==> config.mk <==
export PLATFORM = sky130hd
export DESIGN_NAME = nibble_parity_tx_flat
export DESIGN_NICKNAME = d
export VERILOG_FILES = /design/src/rtl/nibble_parity_tx_if.sv /design/src/rtl/nibble_parity_tx.sv /design/src/flat_wrapper.sv
export SDC_FILE = /design/constraint.sdc
export NUM_CORES = 1
export LEC_CHECK = 0
export ABC_CLOCK_PERIOD_IN_PS = 3900
export CAP_MARGIN = 20
export CELL_PAD_IN_SITES_DETAIL_PLACEMENT = 0
export CELL_PAD_IN_SITES_GLOBAL_PLACEMENT = 1
export CORE_MARGIN = 4
export CORE_UTILIZATION = 41
export DETAILED_ROUTE_END_ITERATION = 12
export GPL_ROUTABILITY_DRIVEN = 0
export MAX_ROUTING_LAYER = met4
export PLACE_DENSITY = 0.86
export SETUP_SLACK_MARGIN = 0.2
export SLEW_MARGIN = 20
export SYNTH_ARGS = -nofsm -noshare
export SYNTH_HDL_FRONTEND = slang
export SYNTH_SLANG_ARGS = --single-unit
==> constraint.sdc <==
create_clock -name clk -period 3.9 [get_ports clk]
set_input_delay 0.78 -clock clk [delete_from_list [all_inputs] [get_ports clk]]
set_output_delay 0.78 -clock clk [all_outputs]
set_load 0.01 [all_outputs]
==> src/rtl/nibble_parity_tx_if.sv <==
// Upstream valid/ready handshake carrying one data word per transfer.
interface nibble_parity_tx_if #(
    parameter int DATA_W = 4
) ();
    logic              in_valid;
    logic [DATA_W-1:0] in_data;
    logic              in_ready;

    modport master (
        output in_valid,
        output in_data,
        input  in_ready
    );

    modport slave (
        input  in_valid,
        input  in_data,
        output in_ready
    );
endinterface

==> src/rtl/nibble_parity_tx.sv <==
// Odd-parity serial framer: accepts one word per handshake and sends
// start(0), data MSB first, odd parity, stop(1); each bit lasts BIT_CYCLES clocks.
module nibble_parity_tx #(
    parameter int DATA_W     = 4,
    parameter int BIT_CYCLES = 4
) (
    input  logic                clk,
    input  logic                rst,
    nibble_parity_tx_if.slave   up,
    output logic                tx,
    output logic                busy,
    output logic                frame_done
);
    localparam int CW = (BIT_CYCLES > 1) ? $clog2(BIT_CYCLES) : 1;
    localparam int BW = (DATA_W > 1) ? $clog2(DATA_W) : 1;
    localparam logic [CW-1:0] CYC_LAST = CW'(BIT_CYCLES - 1);
    localparam logic [BW-1:0] BIT_LAST = BW'(DATA_W - 1);

    typedef enum logic [2:0] {
        IDLE,
        START,
        DATA,
        PARITY,
        STOP
    } state_t;

    state_t            state_q, state_d;
    logic [CW-1:0]     cyc_q, cyc_d;
    logic [BW-1:0]     bit_q, bit_d;
    logic [DATA_W-1:0] shift_q, shift_d;
    logic [DATA_W-1:0] shift_nxt;
    logic              par_q, par_d;
    logic              tx_q, tx_d;
    logic              busy_q, busy_d;
    logic              done_q, done_d;
    logic              xfer;
    logic              cyc_wrap;

    // Ready only while idle and not being reset, so rst always wins over in_valid.
    assign up.in_ready = (state_q == IDLE) & ~rst;
    assign xfer        = up.in_valid & up.in_ready;
    assign cyc_wrap    = (cyc_q == CYC_LAST);
    assign shift_nxt   = shift_q << 1;

    assign tx          = tx_q;
    assign busy        = busy_q;
    assign frame_done  = done_q;

    // Next-state logic; tx is computed for the state being entered so the
    // registered output carries no extra latency.
    always_comb begin
        state_d = state_q;
        cyc_d   = cyc_q;
        bit_d   = bit_q;
        shift_d = shift_q;
        par_d   = par_q;
        tx_d    = tx_q;
        busy_d  = busy_q;
        done_d  = 1'b0;

        if (state_q != IDLE) begin
            cyc_d = cyc_wrap ? '0 : cyc_q + 1'b1;
        end

        case (state_q)
            IDLE: begin
                tx_d = 1'b1;
                if (xfer) begin
                    state_d = START;
                    shift_d = up.in_data;
                    par_d   = ~^up.in_data;
                    cyc_d   = '0;
                    bit_d   = '0;
                    tx_d    = 1'b0;
                    busy_d  = 1'b1;
                end
            end
            START: begin
                if (cyc_wrap) begin
                    state_d = DATA;
                    bit_d   = '0;
                    tx_d    = shift_q[DATA_W-1];
                end
            end
            DATA: begin
                if (cyc_wrap) begin
                    if (bit_q == BIT_LAST) begin
                        state_d = PARITY;
                        tx_d    = par_q;
                    end else begin
                        bit_d   = bit_q + 1'b1;
                        shift_d = shift_nxt;
                        tx_d    = shift_nxt[DATA_W-1];
                    end
                end
            end
            PARITY: begin
                if (cyc_wrap) begin
                    state_d = STOP;
                    tx_d    = 1'b1;
                end
            end
            STOP: begin
                if (cyc_wrap) begin
                    state_d = IDLE;
                    tx_d    = 1'b1;
                    busy_d  = 1'b0;
                    done_d  = 1'b1;
                end
            end
            default: begin
                state_d = IDLE;
                tx_d    = 1'b1;
                busy_d  = 1'b0;
            end
        endcase
    end

    // State and output registers; reset aborts any frame and idles the line high.
    always_ff @(posedge clk) begin
        if (rst) begin
            state_q <= IDLE;
            cyc_q   <= '0;
            bit_q   <= '0;
            shift_q <= '0;
            par_q   <= 1'b0;
            tx_q    <= 1'b1;
            busy_q  <= 1'b0;
            done_q  <= 1'b0;
        end else begin
            state_q <= state_d;
            cyc_q   <= cyc_d;
            bit_q   <= bit_d;
            shift_q <= shift_d;
            par_q   <= par_d;
            tx_q    <= tx_d;
            busy_q  <= busy_d;
            done_q  <= done_d;
        end
    end
endmodule
==> src/flat_wrapper.sv <==
// flat-port wrapper written by rule: the top's interface ports become plain ports
module nibble_parity_tx_flat 
#(
    parameter int DATA_W     = 4,
    parameter int BIT_CYCLES = 4
)
  (clk, rst, tx, busy, frame_done, up_in_valid, up_in_data, up_in_ready);
  nibble_parity_tx_if #(.DATA_W(DATA_W)) up_i ();
  input  logic clk;
  input  logic rst;
  output logic tx;
  output logic busy;
  output logic frame_done;
  input wire logic [$bits(up_i.in_valid)-1:0] up_in_valid;
  input wire logic [$bits(up_i.in_data)-1:0] up_in_data;
  output wire logic [$bits(up_i.in_ready)-1:0] up_in_ready;
  assign up_i.in_valid = up_in_valid;
  assign up_i.in_data = up_in_data;
  assign up_in_ready = up_i.in_ready;
  nibble_parity_tx #(.DATA_W(DATA_W), .BIT_CYCLES(BIT_CYCLES)) u_core (.clk(clk), .rst(rst), .up(up_i), .tx(tx), .busy(busy), .frame_done(frame_done));
endmodule
==> run metrics <==
number of synthesized flops with an enable pin=0; first-iteration detailed-routing DRC count=12; Initial Utilization=44.21%; H-tree depth=1; Final setup viols=0; fmax=0.3472 GHz; type of the most critical hold path=reg -> reg; register area=300.3 sq um; # rows=15; Mapped Cells=93; worst endpoint required time=between 3 and 4 ns; Layout area overhead=14.76%; beginning of the critical path=rst; flops & latches, synth=15; final instance area=904.6 sq um; clk sinks=15; root buffer cell=clkbuf_4; Max-Slew Margin vs Limit=45.60%; Post-synth ARST share=0%; crit end category=primary output; core area=around 0.0018 sq mm; Lkg Pwr=0.3318 nW; multi-input logic area=about 420 sq um; Port Buffers=10; Post-synth top flop=dfxtp_1; dpl hpwl=1011 um; nets@finish=110; CTS tree=built; Worst Reg-to-Reg Cells=5; Sw Ratio=26.00%; worst setup path category=in -> out; drt wl/cell=11.54 um; CP Launch Type=input pin; Worst-Skew Late Latency=0.29 ns; pin count of the biggest net entering global routing=19; first-pass GRT wire length=approximately 2400 um; worst-path fanout max=18; Ys Warns=0; Psw=~0.078 mW; Setup crit end=up_in_ready; skew final=0.006603 ns; area leader, netlist=dfxtp_1; Max Root-Sink Buffers=2; postcts setup bufs=0; cell internal pwr=about 0.22 mW; number of remaining DRC errors=0; CTS clock-pin slew for the worst setup and hold paths=0.08 ns; MaxCap Viol Count=0; Routed WL=1442 um; register area share after synthesis=between 30% and 40%; P per Cell Area=331.5 mW/mm^2; top post-synthesis cells by area=dfxtp_1 38%, xnor2_1 5.6%, a21oi_1 5.1%, mux2i_1 5.1%, a211oi_1 4.8%; RSZ-0062 raised after global routing=no; Final period util=73.84%; Net Count, Synth=102; FILL cells=~170; dpl ws=around 1.0 ns; # hold bufs at CTS=0; die area=between 0.002 and 0.003 sq mm; IO Pins=11; worst flop-to-flop path startpoint=u_core.cyc_q[0]; first-pass detailed-route iteration total=4; antenna-violating nets left=0; GRT Util Overall=12.39%; minimum clock period=2.880 ns; status=complete, no violations; most frequent cell after synthesis=dfxtp_1; Post-CTS Resized=0; Hold Violations, Final=0; Slew Viols, Final=0; DR vias=665; crit path DAT=2.10 ns; total grt overflow=0; Area after DPL=slightly below 900 sq um; initial antenna violation count=0; setup tns final=0 ns; syn avg cell area=8.476 sq um; final core occ=50.74%; worst slew pin tran=0.8112 ns; peak supply drop=248.5 uV; combinational power share=14.6%; synthesized area=788.3 sq um; n_diodes=0; vias in the first global route=about 570; Clock power frac=30.0%; top post-synthesis cells by count=15 x dfxtp_1, 8 x a21oi_1, 6 x nor2_1, 6 x o21ai_0; TritonCTS buffer count=3; routed vias/inst=approximately 5.3; Yosys cell types=29; worst hold start=u_core.par_q; top cell type's share of synthesized area=38.10%; Die X=51.85 um; Die Y-Extent=51.85 um; layout cell share with drive strength beyond 1=about 7%; final worst slack=~1 ns; Seq pwr share=55.5%; register-to-register setup slack=roughly 1.9 ns; Worst R2R End=u_core.shift_q[1]
## how the worst min path moves through the flow
stage                        end  cells after the start  slack (ns)
finish              u_core.par_q                      2        0.46
global route         u_core.busy                      2        0.49
CTS                 u_core.par_q                      2        0.46
detailed placement   u_core.busy                      2        0.45
global placement    u_core.par_q                      2        0.45
floorplan           u_core.par_q                      2        0.43
## through the flow
stage	hold WS, ns	power (mW)	cells
2_1_floorplan	0.4316	0.1974	93
5_1_grt	0.4871	0.3205	125
3_3_place_gp	0.4457	0.2129	121
6_report	0.4612	0.2999	125
3_5_place_dp	0.4499	0.2137	121
4_1_cts	0.4619	0.3075	125
## final cells by class
| cell class | count | share of cell area, % |
|---|---|---|
| clock buffers | 3 | 2.490 |
| clock inverters | 1 | 0.5533 |
| well taps | 25 | 3.458 |
| repair buffers | 11 | 11.89 |
| multi-input cells | 66 | 46.75 |
| flip-flops and latches | 15 | 33.20 |
| inverters | 4 | 1.660 |
## cell usage in the layout (no fill, tap or decap)
cell / Yosys / final
nand2_1: 5 / 5
xnor2_1: 5 / 5
or4_1: 2 / 2
o32ai_1: 1 / 1
nand3b_1: 1 / 1
nor2_1: 6 / 6
nor3_1: 5 / 5
mux2i_1: 4 / 4
nand3_1: 3 / 3
nor4_1: 1 / 1
clkbuf_4: 0 / 3
o221ai_1: 1 / 1
or2_2: 1 / 1
buf_4: 1 / 1
and3_1: 1 / 1
o21ai_0: 6 / 6
clkinv_2: 0 / 1
inv_1: 4 / 4
a31oi_1: 1 / 1
nand2b_1: 2 / 2
a211oi_1: 5 / 5
a21oi_1: 8 / 8
or3b_2: 1 / 1
a2111oi_0: 2 / 2
clkdlybuf4s50_1: 0 / 10
dfxtp_1: 15 / 15
ha_1: 2 / 2
nor2b_1: 2 / 2
or3b_1: 1 / 1
## per-layer routing
| layer | routed length, um | track usage [%] |
|---|---|---|
| met2 | 593 | 16.32 |
| met4 | 17 | 5.240 |
| met5 | 0 | - |
| met1 | 755 | 16.43 |
| met3 | 77 | 5.158 |
## sequential cells by signal (all words and copies together), names as in the netlist
signal / flops
u_core.shift_q: 4
u_core.tx: 1
u_core.cyc_q: 2
u_core.busy: 1
u_core.bit_q: 2
u_core.frame_done: 1
u_core.par_q: 1
u_core.state_q: 3
## cells by family after synthesis
family | synth area share (%)
muxes | 5.080
adders and majority gates | 3.174
AOI/OAI and AO/OA | 18.89
DFF | 38.10
and+or+nand+nor | 20.95
buffers and inverters | 8.252
xor gates and xnor gates | 5.555
## critical path, cell delays in order
cell and delay [ns]:
clkdlybuf4s50_1 0.39, buf_4 0.19, nor3_1 0.18, clkdlybuf4s50_1 0.56
## power groups by stage
stage	registers [mW]	logic, mW	clock network (mW)
3_3_place_gp	0.170	0.0432	0
2_1_floorplan	0.168	0.0289	0
4_1_cts	0.166	0.0439	0.0972
5_1_grt	0.168	0.0484	0.104
6_report	0.166	0.0436	0.0899
3_5_place_dp	0.170	0.0440	0
Note: power is estimated with default switching activity, not from simulation.
